==> config.mk <==
export PLATFORM = sky130hd
export DESIGN_NAME = ball_controller
export DESIGN_NICKNAME = d
export VERILOG_FILES = /design/src/rtl/breakout_pkg.sv /design/src/rtl/ball_axis.sv /design/src/rtl/ball_controller.sv
export SDC_FILE = /design/constraint.sdc
export NUM_CORES = 1
export LEC_CHECK = 0
export BUFFER_PORTS_ARGS = -buffer_cell sky130_fd_sc_hd__buf_2
export CELL_PAD_IN_SITES_DETAIL_PLACEMENT = 0
export CELL_PAD_IN_SITES_GLOBAL_PLACEMENT = 2
export CORE_ASPECT_RATIO = 1.5
export CORE_MARGIN = 3
export CORE_UTILIZATION = 38
export CTS_CLUSTER_DIAMETER = 150
export CTS_CLUSTER_SIZE = 24
export DETAILED_ROUTE_END_ITERATION = 8
export PLACE_DENSITY_LB_ADDON = 0.1
export SETUP_SLACK_MARGIN = 0.5
export SYNTH_ARGS = -nofsm -noshare
export SYNTH_HDL_FRONTEND = slang
export SYNTH_HIERARCHICAL = 1
export SYNTH_SLANG_ARGS = --single-unit
==> constraint.sdc <==
create_clock -name clock -period 5.25 [get_ports clock]
set_input_delay 0 -clock clock [delete_from_list [all_inputs] [get_ports clock]]
set_output_delay 0 -clock clock [all_outputs]
set_load 0.02 [all_outputs]
==> src/rtl/breakout_pkg.sv <==
// Shared Breakout definitions: ball FSM states, direction encoding and the
// default playfield/paddle geometry used by the renderer, paddle and ball logic.
package breakout_pkg;

  typedef enum logic [1:0] {
    ST_SERVE  = 2'd0,
    ST_MOVING = 2'd1,
    ST_LOST   = 2'd2
  } ball_state_e;

  // Direction bit: POS moves toward larger coordinates (right / down).
  localparam logic DIR_POS = 1'b0;
  localparam logic DIR_NEG = 1'b1;

  localparam int DEF_SCREEN_W  = 640;
  localparam int DEF_SCREEN_H  = 480;
  localparam int DEF_BALL_SIZE = 8;
  localparam int DEF_PADDLE_W  = 64;
  localparam int DEF_PADDLE_Y  = 440;
  localparam int DEF_STEP      = 2;

endpackage

==> src/rtl/ball_axis.sv <==
// One axis of ball motion: advance by step in the current direction and
// reflect off the low wall (0) or the high wall (limit), clamping to the wall.
module ball_axis
  import breakout_pkg::*;
#(
  parameter int W = 10
) (
  input  logic [W-1:0] pos_i,
  input  logic         dir_i,
  input  logic [W-1:0] step_i,
  input  logic [W:0]   limit_i,
  output logic [W-1:0] next_pos_o,
  output logic         next_dir_o,
  output logic         saturated_o
);

  // One extra bit of headroom so the sum can never wrap.
  logic [W:0] pos_e, step_e, sum_e;

  assign pos_e  = {1'b0, pos_i};
  assign step_e = {1'b0, step_i};
  assign sum_e  = pos_e + step_e;

  // Step or clamp-and-reflect against whichever wall we are heading toward.
  always_comb begin
    next_pos_o  = pos_i;
    next_dir_o  = dir_i;
    saturated_o = 1'b0;
    if (dir_i == DIR_NEG) begin
      if (pos_e < step_e) begin
        next_pos_o  = '0;
        next_dir_o  = DIR_POS;
        saturated_o = 1'b1;
      end else begin
        next_pos_o  = W'(pos_e - step_e);
      end
    end else begin
      if (sum_e > limit_i) begin
        next_pos_o  = limit_i[W-1:0];
        next_dir_o  = DIR_NEG;
        saturated_o = 1'b1;
      end else begin
        next_pos_o  = sum_e[W-1:0];
      end
    end
  end

endmodule

==> src/rtl/ball_controller.sv <==
// Breakout ball controller: serve on the paddle, move one step per game tick,
// reflect off side/top walls and the paddle, report a lost ball.
// Optional BALL_SPEEDUP_EN: every 4th paddle hit raises the step by one,
// capped at STEP+2, restored when the ball returns to the paddle.
module ball_controller
  import breakout_pkg::*;
#(
  parameter int SCREEN_W  = DEF_SCREEN_W,
  parameter int SCREEN_H  = DEF_SCREEN_H,
  parameter int BALL_SIZE = DEF_BALL_SIZE,
  parameter int PADDLE_W  = DEF_PADDLE_W,
  parameter int PADDLE_Y  = DEF_PADDLE_Y,
  parameter int STEP      = DEF_STEP
) (
  input  logic       clock,
  input  logic       reset,
  input  logic       tick,
  input  logic       launch,
  input  logic [9:0] paddle_x,
  output logic [9:0] ball_x,
  output logic [9:0] ball_y,
  output logic       ball_active,
  output logic       hit_paddle,
  output logic       life_lost
);

  localparam logic [10:0] X_LIM     = 11'(SCREEN_W - BALL_SIZE);
  localparam logic [10:0] Y_FLOOR   = 11'(SCREEN_H - BALL_SIZE);
  localparam logic [10:0] BS11      = 11'(BALL_SIZE);
  localparam logic [10:0] PY11      = 11'(PADDLE_Y);
  localparam logic [10:0] PW11      = 11'(PADDLE_W);
  localparam logic [10:0] SERVE_OFF = 11'(PADDLE_W / 2 - BALL_SIZE / 2);
  localparam logic [9:0]  SERVE_Y   = 10'(PADDLE_Y - BALL_SIZE);
  localparam logic [9:0]  RST_X     = 10'(SCREEN_W / 2 - BALL_SIZE / 2);
  localparam logic [9:0]  STEP0     = 10'(STEP);

  ball_state_e state_q, state_d;
  logic [9:0]  x_q, x_d, y_q, y_d;
  logic        dx_q, dx_d, dy_q, dy_d;
  logic        hit_q, hit_d;
  logic [9:0]  step;

  logic [9:0]  nx, ny, serve_x;
  logic        ndx, ndy, sx, sy, paddle_hit;
  logic [10:0] x11, y11, px11, s11;

  assign x11     = {1'b0, x_q};
  assign y11     = {1'b0, y_q};
  assign px11    = {1'b0, paddle_x};
  assign s11     = {1'b0, step};
  assign serve_x = 10'(px11 + SERVE_OFF);

  ball_axis #(.W(10)) u_axis_x (
    .pos_i(x_q), .dir_i(dx_q), .step_i(step), .limit_i(X_LIM),
    .next_pos_o(nx), .next_dir_o(ndx), .saturated_o(sx)
  );

  // Y only reflects off the top wall here; the downward limit is out of reach
  // because the paddle and floor checks below take over before it matters.
  ball_axis #(.W(10)) u_axis_y (
    .pos_i(y_q), .dir_i(dy_q), .step_i(step), .limit_i(11'h7FF),
    .next_pos_o(ny), .next_dir_o(ndy), .saturated_o(sy)
  );

  // Paddle contact uses the pre-move x and a y window that the coming step crosses.
  assign paddle_hit = (y11 + BS11 <= PY11) && (y11 + s11 + BS11 >= PY11) &&
                      (x11 + BS11 > px11) && (x11 < px11 + PW11);

  // Next-state for the FSM, position and direction.
  always_comb begin
    state_d = state_q;
    x_d     = x_q;
    y_d     = y_q;
    dx_d    = dx_q;
    dy_d    = dy_q;
    hit_d   = 1'b0;
    case (state_q)
      ST_SERVE: begin
        x_d = serve_x;
        y_d = SERVE_Y;
        if (launch) begin
          state_d = ST_MOVING;
          dx_d    = DIR_POS;
          dy_d    = DIR_NEG;
        end
      end
      ST_MOVING: begin
        if (tick) begin
          x_d = nx;
          if (sx) dx_d = ndx;
          if (dy_q == DIR_NEG) begin
            y_d = ny;
            if (sy) dy_d = ndy;
          end else if (paddle_hit) begin
            y_d   = SERVE_Y;
            dy_d  = DIR_NEG;
            hit_d = 1'b1;
          end else if (y11 + s11 >= Y_FLOOR) begin
            // Ball is lost: freeze where it is for the one LOST clock.
            state_d = ST_LOST;
            x_d     = x_q;
          end else begin
            y_d = ny;
          end
        end
      end
      ST_LOST: begin
        state_d = ST_SERVE;
        x_d     = serve_x;
        y_d     = SERVE_Y;
        dx_d    = DIR_POS;
        dy_d    = DIR_NEG;
      end
      default: state_d = ST_SERVE;
    endcase
  end

  // Ball state registers.
  always_ff @(posedge clock or negedge reset) begin
    if (!reset) begin
      state_q <= ST_SERVE;
      x_q     <= RST_X;
      y_q     <= SERVE_Y;
      dx_q    <= DIR_POS;
      dy_q    <= DIR_NEG;
      hit_q   <= 1'b0;
    end else begin
      state_q <= state_d;
      x_q     <= x_d;
      y_q     <= y_d;
      dx_q    <= dx_d;
      dy_q    <= dy_d;
      hit_q   <= hit_d;
    end
  end

`ifdef BALL_SPEEDUP_EN
  localparam logic [9:0] STEP_MAX = 10'(STEP + 2);
  logic [1:0] cnt_q, cnt_d;
  logic [9:0] step_q, step_d;

  // Count paddle hits; each counter wrap bumps the step until the cap.
  always_comb begin
    cnt_d  = cnt_q;
    step_d = step_q;
    if (state_q != ST_MOVING) begin
      cnt_d  = 2'd0;
      step_d = STEP0;
    end else if (hit_d) begin
      cnt_d = cnt_q + 2'd1;
      if (cnt_q == 2'd3 && step_q < STEP_MAX) step_d = step_q + 10'd1;
    end
  end

  // Speed-up registers.
  always_ff @(posedge clock or negedge reset) begin
    if (!reset) begin
      cnt_q  <= 2'd0;
      step_q <= STEP0;
    end else begin
      cnt_q  <= cnt_d;
      step_q <= step_d;
    end
  end

  assign step = step_q;
`else
  assign step = STEP0;
`endif

  assign ball_x      = x_q;
  assign ball_y      = y_q;
  assign ball_active = (state_q == ST_MOVING);
  assign hit_paddle  = hit_q;
  assign life_lost   = (state_q == ST_LOST);

endmodule

==> results.md, run 1 <==
* Status: finished clean
* Number of setup violations in the final report at 0
* Setup clock skew after layout at 0.006656 ns
* Post-synthesis sequential area ratio at 12.31%
* Leakage Power at 2.758 nW
* Initial antenna violation count at 0
* Metal3 WL at 329 um
* Synthesis-to-finish area growth at 12.75%
* Total GRT Usage at 20.99%
* Total congestion overflow at 0
* Post-synth EDFFs at 0
* RSZ-0062 raised after global routing: no
* Critical path endpoint category: flop
* Worst hold slack at 0.02724 ns
* CTS buffer count at 3
* Vias in the first global route at 5021
* ANT nets after route at 0
* Commonest non-fill, non-tap cell in the layout: ha_1
* Routability Congestion at 0.9037
* N_diodes at 0
* Post-CTS Setup Repair Bufs at 0
* Startpoint types: flop
* Post-DP Area at 5731 um^2
* CTS sink count at 25
* Via density at 5.367
* First-iteration detailed-routing DRC count at 187
* Largest net degree at the start of global routing at 29
* Post-synth top flop: dfrtp_1
* Top Layer Used: met4
* Clock slew at reported path FFs at 0.07 ns
* Final Cycle Share at 80.45%
* Clk buf depth at 2
* Pre-Repair DR Iteration Count at 4
* Chip Width at 101.4 um
* Ratio of cells with drive above 1 in the final layout at 11.83%
* Async SR Flop Fraction at 100.0%
* Count of pins over their slew limit at 0
* CP Data Arrival Time at 4.38 ns
* Final #Nets at 865
* Flops & latches, synth at 25
* Highest clock rate at 236.8 MHz
* Post-CTS resize count at 0
* Finished Layout Cells at 920
* Cell count after synthesis at 660
* IO Count at 37
* CTS tree: done
* Hold/Removal Path Class: primary input to flop
* Tot Pwr at 3.728 mW
* Critical path peak fanout at 8
* Routed WL at 15380 um
* Maximum VDD drop at 344.2 uV
* Worst r2r src: ball_x[1]$_DFFE_PN0P_
* Max-cap violation count at 0
* HP Start: paddle_x[0]
* Die footprint at 15100 um^2
* Max-slew headroom at 40.75%
* Die height at 149.0 um
* Global-route wire length before repair at 25360 um
* Commonest non-fill, non-tap cells in the layout: 85 x ha_1, 82 x conb_1, 73 x inv_1, 48 x a21oi_1, 44 x nor2_1
* Port bufs at 36
* Mapped cell area at 5182 um^2
* Avg Inst Size Synth at 7.852 um^2
* Minimum clock period at 4.223 ns
* Crit path launch: ball_x[1]$_DFFE_PN0P_
* Design Area, Final at 5843 um^2
* H-tree levels at 1
* Dpl cells at 913
* Clk Latency, worst-skew pair at 0.26 ns
* WL met1 at 6021 um
* Wirelength per Cell at 16.71 um
* Yosys warns at 6
* CP required at 5.40 ns
* Critical path class: flop to flop
* Dpl hpwl at 12990 um
* Hold violation total from the final report at 0
* DRC at 0
* PwrDens at 638.1 nW/um^2
* Cts hold-fix bufs at 3
* Number of distinct library cells after synthesis at 80
* Detailed-route via count at 4938
* Core area at 13150 um^2
* Worst Tran Pin Value at 0.8888 ns
* Initial Util at 39.43%
* Setup TNS at 0 ns
* Clk root buf: clkbuf_16
* Num rows at 51
* WL met2 at 8540 um
flip-flops by register name, indices dropped and copies added (netlist names):
signal / flops
ball_x: 10
ball_y: 10
dx_q: 1
dy_q: 1
hit_paddle: 1
state_q: 2
stage by stage:
stage,utilization (%),worst slack (ns)
after global placement,43.59,1.123
after CTS,44.45,1.024
after detailed placement,43.59,1.036
final,44.45,1.027
after global routing,44.45,0.7286
after floorplan,-,1.550
synth_stat cells, types with 5 or more instances:
cell	number	area share (%)
nor2_1	44	3.2
nor3_1	19	1.8
xnor2_1	31	5.2
ha_1	85	21
inv_1	73	5.3
a31oi_1	7	0.84
xor2_1	10	1.7
and2_1	5	0.60
a211oi_1	7	1.0
nand3b_1	9	1.3
a21o_1	5	0.72
nand4_1	8	0.97
o21ba_2	7	1.4
buf_6	5	1.1
a21oi_1	48	4.6
clkbuf_1	6	0.43
or3_1	6	0.72
a22oi_1	7	1.0
o221ai_1	5	0.84
o211ai_1	5	0.72
dfrtp_1	15	7.2
o21bai_1	7	1.0
buf_2	12	1.2
nand2b_1	21	2.5
nor2b_1	10	1.2
o21ai_0	28	2.7
dfstp_2	10	5.1
a32o_1	7	1.4
nand2_1	39	2.8
nand3_1	24	2.3
and3_1	6	0.72
logic make-up (layout without fill, tap and decap cells):
family / after synthesis / in the layout / synth area share [%]
AO/OA/AOI/OAI: 196 / 196 / 28.78
buffers and inverters: 99 / 120 / 8.257
flip-flops: 25 / 25 / 12.31
AND/OR/NAND/NOR: 205 / 205 / 20.88
adder cells (fa/ha/maj): 89 / 89 / 22.07
other: 2 / 82 / 0.1449
XOR/XNOR: 41 / 41 / 6.929
multiplexers: 3 / 3 / 0.6277
area by class of cell:
cell class	count	area [um^2]
inverter	75	281.5
fill	1376	7302
multi-input combinational	616	4417
sequential	25	638.1
timing repair buffer	41	225.2
clock buffer	3	75.07
tap	159	198.9
clock inverter	1	7.507
per-layer routing:
layer / global-route usage (%) / vias up
li1: - / 2515
met1: 23.46 / 2307
met2: 41.25 / 91
met3: 1.123 / 25
met4: 6.387 / 0
met5: 0 / -
where the power goes:
part	leakage [nW]	internal [mW]	switching (mW)
combinational	2.43	1.24	1.75
sequential	0.296	0.313	0.248
clock	0.0371	0.104	0.0713
total	2.76	1.66	2.07
critical path, stage by stage (launching register included):
cell,delay [ns]
dfrtp_1,0.51
inv_1,0.15
fa_1,0.47
o21bai_1,0.27
a21oi_1,0.09
o21ai_0,0.14
o31a_1,0.21
xnor2_1,0.12
ha_1,0.32
nand4_1,0.14
o21ba_2,0.27
o31ai_2,0.10
and3b_1,0.29
a221o_1,0.38
a22o_1,0.19
a2111oi_0,0.34
a311oi_1,0.10
path summary, 6_finish.rpt:
check | endpoint | slack [ns] | cells past startpoint
worst max-delay path | ball_x[3]$_DFFE_PN1P_ | 1.03 | 16
worst min-delay path | ball_x[0]$_DFFE_PN0P_ | 0.03 | 2
worst max register to register | ball_x[3]$_DFFE_PN1P_ | 1.03 | 16
worst min register to register | state_q[0]$_DFFE_PN0P_ | 0.60 | 1
max in group asynchronous | ball_y[2]$_DFFE_PN0P_ | 4.59 | 2
min in group asynchronous | ball_x[6]$_DFFE_PN0P_ | 0.26 | 2
Note: power is estimated with default switching activity, not from simulation.
==> inputs of run 2 (changes only) <==
Settings changed: ABC_AREA set to 1, CORE_UTILIZATION 38 to 30.
Clock period 5.25 ns to 3.83 ns, I/O delays scaled along.
==> run 2 against run 1 <==
Against the previous run:
- via count increased by 22%
- clock skew is 0.00086 ns lower
- final cell count grew 47%
- clock power grew 39%
- synthesized cell count rose by 47%
- area after synthesis increased by 9.7%
- die area is 37% higher
- sequential cell count is the same
- critical path depth increased by 7
- count of clock-buffer cells in the layout is the same
- register-to-register slack got worse by 0.33 ns
- hold slack worse by 0.0046 ns
- critical endpoint is now ball_x[8]$_DFFE_PN1P_
==> results.md, run 2 <==
* Status: finished clean
* CTS tree: done
* Synth area leaders: nand2_1 20%, ha_1 19%, inv_1 12%
* Minimum clock period at 3.131 ns (-1.093 ns)
* CTS sink count at 25 (unchanged)
* R2R cell count at 23 (+7)
* Max-cap violation count at 0 (unchanged)
* GRT met1 Usage at 19.29% (-4.2 points)
* CTS buffer count at 3 (unchanged)
* Cell count after synthesis at 972 (+47%)
* Setup clock skew after layout at 0.005800 ns (-0.0008562 ns)
* Worst r2r src: ball_x[5]$_DFFE_PN1P_
* Clk Latency, worst-skew pair at 0.27 ns (about the same)
* Worst path max stage delay at 0.54 ns (+0.03 ns)
* Max-slew headroom at 58.50% (+18 points)
* N_diodes at 0 (unchanged)
* Critical path class: flop to flop
* Flops & latches, synth at 25 (unchanged)
* H-tree levels at 1 (unchanged)
* Global-route wire length before repair at 30670 um (+21%)
* Hold Path Depth at 4 (+2)
* Total congestion overflow at 0 (unchanged)
* Post-synth top area share at 20.47% (-0.055 points)
* Met2 usage at 39.23% (-2.0 points)
* Post-synthesis sequential area ratio at 11.22% (-1.1 points)
* CP max-delay cell: dfstp_2
* Final Cycle Share at 81.74% (+1.3 points)
* Total GRT Usage at 18.70% (-2.3 points)
* Core area at 18550 um^2 (+41%)
* Avg Inst Size Synth at 5.849 um^2 (-26%)
* CP Data Arrival Time at 3.34 ns (-1.04 ns)
* IO Count at 37 (unchanged)
* Number of setup violations in the final report at 0 (unchanged)
* GR Layer Usage met3 at 0.6801% (-0.44 points)
* First-iteration detailed-routing DRC count at 238 (+27%)
* Die footprint at 20670 um^2 (+37%)
* Commonest non-fill, non-tap cell in the layout: nand2_1
* Startpoint types: flop
* Leakage Power at 4.042 nW (+47%)
* Maximum VDD drop at 320.3 uV (-7.0%)
* CP required at 4.04 ns (-1.36 ns)
* Flop2flop setup slack at 0.70 ns (-0.33 ns)
* Yosys warns at 6 (unchanged)
* Dpl ws at 0.3208 ns (-0.7153 ns)
* Yosys top cell by area: nand2_1
* Setup TNS at 0 ns (unchanged)
* Most frequent cell after synthesis: nand2_1
* R2r endpoint: ball_x[8]$_DFFE_PN1P_
* Count of pins over their slew limit at 0 (unchanged)
* Final #Nets at 1205 (+39%)
* Vias in the first global route at 5754 (+15%)
* Largest net degree at the start of global routing at 46 (+59%)
* Hold endpoint: ball_x[2]$_DFFE_PN1P_
* RSZ-0062 raised after global routing: no
* Most frequent cells after synthesis: 310 x nand2_1, 179 x inv_1, 93 x nand3_1
* Worst Tran Pin Value at 0.6224 ns (-0.2663 ns)
* Port bufs at 36 (unchanged)
* Initial antenna violation count at 0 (unchanged)
* Clock slew at reported path FFs at 0.07 ns (about the same)
* Most frequent CP cell: nand2_1
* Async SR Flop Fraction at 100.0% (unchanged)
* Chip Width at 118.4 um (+17%)
* Die height at 174.6 um (+17%)
* Initial Util at 30.66% (-8.8 points)
* HP Start: paddle_x[2]
* FILL cells at 2183 (+59%)
* Number of distinct library cells after synthesis at 36 (-55%)
* Mapped cell area at 5685 um^2 (+9.7%)
* Worst setup margin at 0.6992 ns (-0.3274 ns)
* GRT Max-Usage Layer: met2
* Num rows at 61 (+20%)
* Dpl hpwl at 16590 um (+28%)
* PwrDens at 807.0 nW/um^2 (+26%)
* Sequence of cells on the critical path: ha_2 -> inv_1 -> nand2_1 -> nor3_1 -> nand2_1 -> nand2_1 -> nand2_1 -> nand2_1 -> ha_1 -> nand2_1 -> inv_1 -> nand2_2 -> nor2_1 -> nand2_1 -> nand3_4 -> buf_4 -> nand3_1 -> nand3_1 -> nand2_1 -> nand2_1 -> o21ai_0 -> nand2_1 -> nand2_1
* ANT nets after route at 0 (unchanged)
* Clk root buf: clkbuf_16
* DRC at 0 (unchanged)
* Hold violation total from the final report at 0 (unchanged)
* Routability Congestion at 0.8768 (-3.0%)
* Critical path endpoint category: flop
* Hold/Removal Path Class: primary input to flop
* Commonest non-fill, non-tap cells in the layout: 300 x nand2_1, 174 x inv_1, 93 x nand3_1, 80 x conb_1, 71 x ha_1
* Via density at 4.438 (-17%)
* Post-synth EDFFs at 0 (unchanged)
* Post-synth top flop: dfrtp_1
* Clk buf depth at 2 (unchanged)
* Routed WL at 19600 um (+27%)
* Critical path peak fanout at 7 (-1)
* Wirelength per Cell at 14.49 um (-13%)
* Detailed-route via count at 6005 (+22%)
* Pre-Repair DR Iteration Count at 5 (+1)
* Synthesis-to-finish area growth at 22.29%
* Ratio of cells with drive above 1 in the final layout at 14.35% (+2.5 points)
* Highest clock rate at 319.4 MHz (+35%)
## run 2: cell types whose count changed in the layout (fill, tap and decap cells not counted), sizes merged, moves of 17 or more
cell	previous run	this run
nand4	9	30
xnor2	31	5
buf	38	75
nand2b	21	0
inv	74	181
a21oi	52	35
nand2	39	322
nand3	24	96
nor2	44	74
## run 2: kinds of logic (layout without fill, tap and decap cells)
family | Yosys count | after routing | synth area share (%)
DFF | 25 | 25 | 11.22
xor gates and xnor gates | 21 | 21 | 3.235
AOI/OAI and AO/OA | 77 | 77 | 7.549
adders and majority gates | 89 | 89 | 20.11
and+or+nand+nor | 546 | 546 | 42.28
buffers and inverters | 212 | 263 | 15.47
other | 2 | 80 | 0.1321
## run 2: critical path, delay by kind of cell (launching register included)
kind	cells	cell delay, ns
AO/OA/AOI/OAI	1	0.09
adder cells (fa/ha/maj)	2	0.57
flip-flops	1	0.54
buffers and inverters	3	0.34
AND/OR/NAND/NOR	17	1.53
## run 2: report_power, final
| group | internal (mW) | leakage [nW] | switching [mW] |
|---|---|---|---|
| clock | 0.141 | 0.0409 | 0.102 |
| sequential | 0.427 | 0.296 | 0.149 |
| combinational | 1.77 | 3.71 | 3.02 |
| total | 2.34 | 4.04 | 3.27 |
## run 2: cell type report
class,count,area [um^2],share of cell area (%)
Timing Repair Buffer,76,501.7,7.216
Clock inverter,1,5.005,0.07198
Sequential cell,25,638.1,9.178
Multi-Input combinational cell,813,4731,68.04
Inverter,183,686.9,9.879
Clock buffer,3,75.07,1.080
Tap cell,252,315.3,4.535
## run 2: metal layers
metal	routed length (um)	share of wire, %	vias to the layer above
met3	319	1.6	25
met5	0	0	-
li1	-	-	3216
met1	7349	37	2683
met4	674	3.4	0
met2	11260	57	81
## run 2: timing repair
action / CTS / global route
gates resized for setup: 9 / 53
pin swaps: 2 / 16
buffers inserted: 4 / 14
setup endpoints to repair: 13 / 20
endpoints found under the hold margin: 15 / 0
hold buffers: 1 / 0
## run 2: worst max path at each step
stage | start | to | cells after the start
2_1_floorplan | ball_y[1]$_DFFE_PN0P_ | dy_q$_DFFE_PN1P_ | 23
3_3_place_gp | ball_x[4]$_DFFE_PN1P_ | ball_x[6]$_DFFE_PN0P_ | 19
4_1_cts | ball_x[4]$_DFFE_PN1P_ | ball_x[6]$_DFFE_PN0P_ | 21
5_1_grt | ball_y[5]$_DFFE_PN1P_ | dy_q$_DFFE_PN1P_ | 21
6_report | ball_x[5]$_DFFE_PN1P_ | ball_x[8]$_DFFE_PN1P_ | 23
3_5_place_dp | ball_x[4]$_DFFE_PN1P_ | ball_x[6]$_DFFE_PN0P_ | 19
## run 2: metrics by stage
| step | hold WS (ns) | util, % | instances | instance area [um^2] | power [mW] |
|---|---|---|---|---|---|
| after CTS | 0.007371 | 35.59 | 1339 | 6600 | 5.291 |
| after global placement | 0.05116 | 34.72 | 1330 | 6439 | 4.956 |
| after floorplan | -0.2956 | - | 1050 | 5978 | 3.764 |
| after detailed placement | 0.05153 | 34.72 | 1330 | 6439 | 4.946 |
| final | 0.02263 | 37.49 | 1353 | 6953 | 5.611 |
| after global routing | 0.04149 | 37.49 | 1353 | 6953 | 6.303 |
==> inputs of run 3 (changes only) <==
Settings changed: CORE_UTILIZATION 30 to 34.
Clock period 3.83 ns to 3.1 ns, I/O delays scaled along.
==> run 3 against run 2 <==
Against the previous run:
- die area is 11% lower
- highest routed layer unchanged
- routed wire length is 3.0% higher
- clock skew is 0.0038 ns higher
- critical path depth is 2 higher
==> results.md, run 3 (synthesis gave the netlist of run 2 again) <==
* Routed WL at 20190 um (+3.0%)
* R2r endpoint: dy_q$_DFFE_PN1P_
* Worst hold slack at 0.01138 ns (-0.01126 ns)
* FILL cells at 1803 (-17%)
* Count of pins over their slew limit at 0 (unchanged)
* RSZ-0062 raised after global routing: yes
* Design Area, Final at 7705 um^2 (+11%)
* Hold Path Depth at 4 (unchanged)
* Worst path max stage delay at 0.41 ns (-0.13 ns)
* Logic pwr share at 87.4% (+2.0 points)
* Status: finished clean
* Pint at 3.658 mW (+56%)
* Vias in the first global route at 6114 (+6.3%)
* Final Util at 47.18% (+9.7 points)
* Total congestion overflow at 0 (unchanged)
* Dpl hpwl at 16850 um (+1.5%)
* Hold/Removal Path Class: primary input to flop
* CTS tree: done
* Worst Tran Pin Value at 0.6464 ns (+0.02398 ns)
* PwrDens at 1060 nW/um^2 (+31%)
* Commonest non-fill, non-tap cell in the layout: nand2_1
* Initial Util at 34.81% (+4.2 points)
* Worst r2r src: ball_y[1]$_DFFE_PN0P_
* Minimum clock period at 3.077 ns (-0.05370 ns)
* Dpl ws at -0.2533 ns (-0.5742 ns)
* Clk Latency, worst-skew pair at 0.28 ns (about the same)
* IO Count at 37 (unchanged)
* Critical path class: flop to flop
* H-tree levels at 1 (unchanged)
* Critical path peak fanout at 4 (-3)
* Post-DP Area at 6930 um^2 (+7.6%)
* Total GRT Usage at 21.72% (+3.0 points)
* Largest net degree at the start of global routing at 46 (unchanged)
* N_diodes at 0 (unchanged)
* Max-cap violation count at 0 (unchanged)
* Clk buf depth at 2 (unchanged)
* Die footprint at 18340 um^2 (-11%)
* HP Start: paddle_x[2]
* Commonest non-fill, non-tap cells in the layout: 273 x nand2_1, 169 x inv_1, 80 x conb_1, 79 x buf_4, 74 x nand3_1
* Share of total power in the clock network at 3.9% (-0.4 points)
* Startpoint types: flop
* Flop2flop setup slack at 0.02 ns (-0.68 ns)
* CTS buffer count at 3 (unchanged)
* Via density at 4.614 (+4.0%)
* Routability Congestion at 0.9146 (+4.3%)
* Leakage Power at 4.450 nW (+10%)
* Initial antenna violation count at 0 (unchanged)
* Hold violation total from the final report at 0 (unchanged)
* Setup clock skew after layout at 0.009624 ns (+0.003824 ns)
* DRC at 0 (unchanged)
* Ratio of cells with drive above 1 in the final layout at 25.02% (+11 points)
* Num rows at 57 (-6.6%)
* Setup TNS at 0 ns (unchanged)
* R2R cell count at 25 (+8.7%)
* Flop pwr share at 8.7% (-1.6 points)
* Synthesis-to-finish area growth at 35.52%
* Number of setup violations in the final report at 0 (unchanged)
* CP required at 3.29 ns (-0.75 ns)
* CTS sink count at 25 (unchanged)
* Core area at 16330 um^2 (-12%)
* Global-route wire length before repair at 31420 um (+2.5%)
* Die height at 164.4 um (-5.9%)
* ANT nets after route at 0 (unchanged)
* Chip Width at 111.6 um (-5.8%)
* Highest clock rate at 325.0 MHz (+1.7%)
* Clock slew at reported path FFs at 0.08 ns (about the same)
* Critical path endpoint category: flop
* CP max-delay cell: dfrtp_2
* First-iteration detailed-routing DRC count at 213 (-11%)
* Wirelength per Cell at 14.75 um (+1.8%)
* Sw frac at 55.21% (-3.1 points)
* Clk root buf: clkbuf_16
* Detailed-route via count at 6317 (+5.2%)
* Net Sw Power at 4.510 mW (+38%)
* Final #Nets at 1267 (+5.1%)
* CP Data Arrival Time at 3.27 ns (-0.07 ns)
* Final Cycle Share at 99.26% (+18 points)
* Worst setup margin at 0.02291 ns (-0.6763 ns)
* Pre-Repair DR Iteration Count at 5 (unchanged)
* Port bufs at 36 (unchanged)
* Maximum VDD drop at 378.5 uV (+18%)
* Hold endpoint: ball_x[2]$_DFFE_PN1P_
* Max-slew headroom at 56.91% (-1.6 points)
## run 3: worst max-delay path: cells and delay by family, from the launching register on
kind | cells | cell delay [ns]
compound gates | 2 | 0.19
flops | 1 | 0.41
simple gates | 15 | 1.40
buf+inv | 6 | 0.51
fa+ha+maj | 2 | 0.49
## run 3: final cells by class
type                    instances  area (um^2)  area share (%)
clock inverters                 1        7.507         0.09743
well taps                     206        257.7           3.345
repair buffers                138         1047           13.59
flip-flops and latches         25        646.9           8.396
multi-input cells             813         4981           64.65
inverters                     183        689.4           8.948
clock buffers                   3        75.07          0.9743
## run 3: routing by layer
metal | share of wire, % | up-vias | global-route usage (%)
met3 | 1.5 | 33 | 0.5499
met5 | 0 | - | 0
met2 | 58 | 96 | 46.65
li1 | - | 3339 | -
met1 | 37 | 2849 | 21.94
met4 | 3.4 | 0 | 7.194
## run 3: how the worst max path moves through the flow
stage | endpoint | slack (ns) | cells past startpoint | from
5_1_grt | dy_q$_DFFE_PN1P_ | -0.23 | 25 | ball_y[1]$_DFFE_PN0P_
6_report | dy_q$_DFFE_PN1P_ | 0.02 | 25 | ball_y[1]$_DFFE_PN0P_
3_5_place_dp | dy_q$_DFFE_PN1P_ | -0.25 | 25 | ball_y[1]$_DFFE_PN0P_
3_3_place_gp | dy_q$_DFFE_PN1P_ | -0.24 | 25 | ball_y[1]$_DFFE_PN0P_
2_1_floorplan | dy_q$_DFFE_PN1P_ | -0.01 | 24 | ball_y[2]$_DFFE_PN0P_
4_1_cts | ball_y[6]$_DFFE_PN0P_ | -0.02 | 25 | ball_y[2]$_DFFE_PN0P_
## run 3: per-stage QoR
stage	total power, mW	std cells
CTS	7.700	1358
finish	8.168	1369
detailed placement	6.846	1337
global placement	6.865	1337
floorplan	4.864	1050
global route	9.037	1369
## run 3: power by group through the flow
stage	Combinational, mW	Sequential (mW)	Clock, mW
after CTS	6.66	0.714	0.328
after global routing	7.97	0.727	0.340
after detailed placement	6.14	0.706	0
after floorplan	3.94	0.921	0
final	7.14	0.710	0.318
after global placement	6.16	0.708	0
## run 3: what timing repair did
action	4_1_cts	5_1_grt
hold buffers	1	0
cloned	1	1
buffers inserted	15	10
hold endpoints to repair	15	0
resized for setup	65	51
pin swaps	62	44
endpoints found under the setup margin	25	25
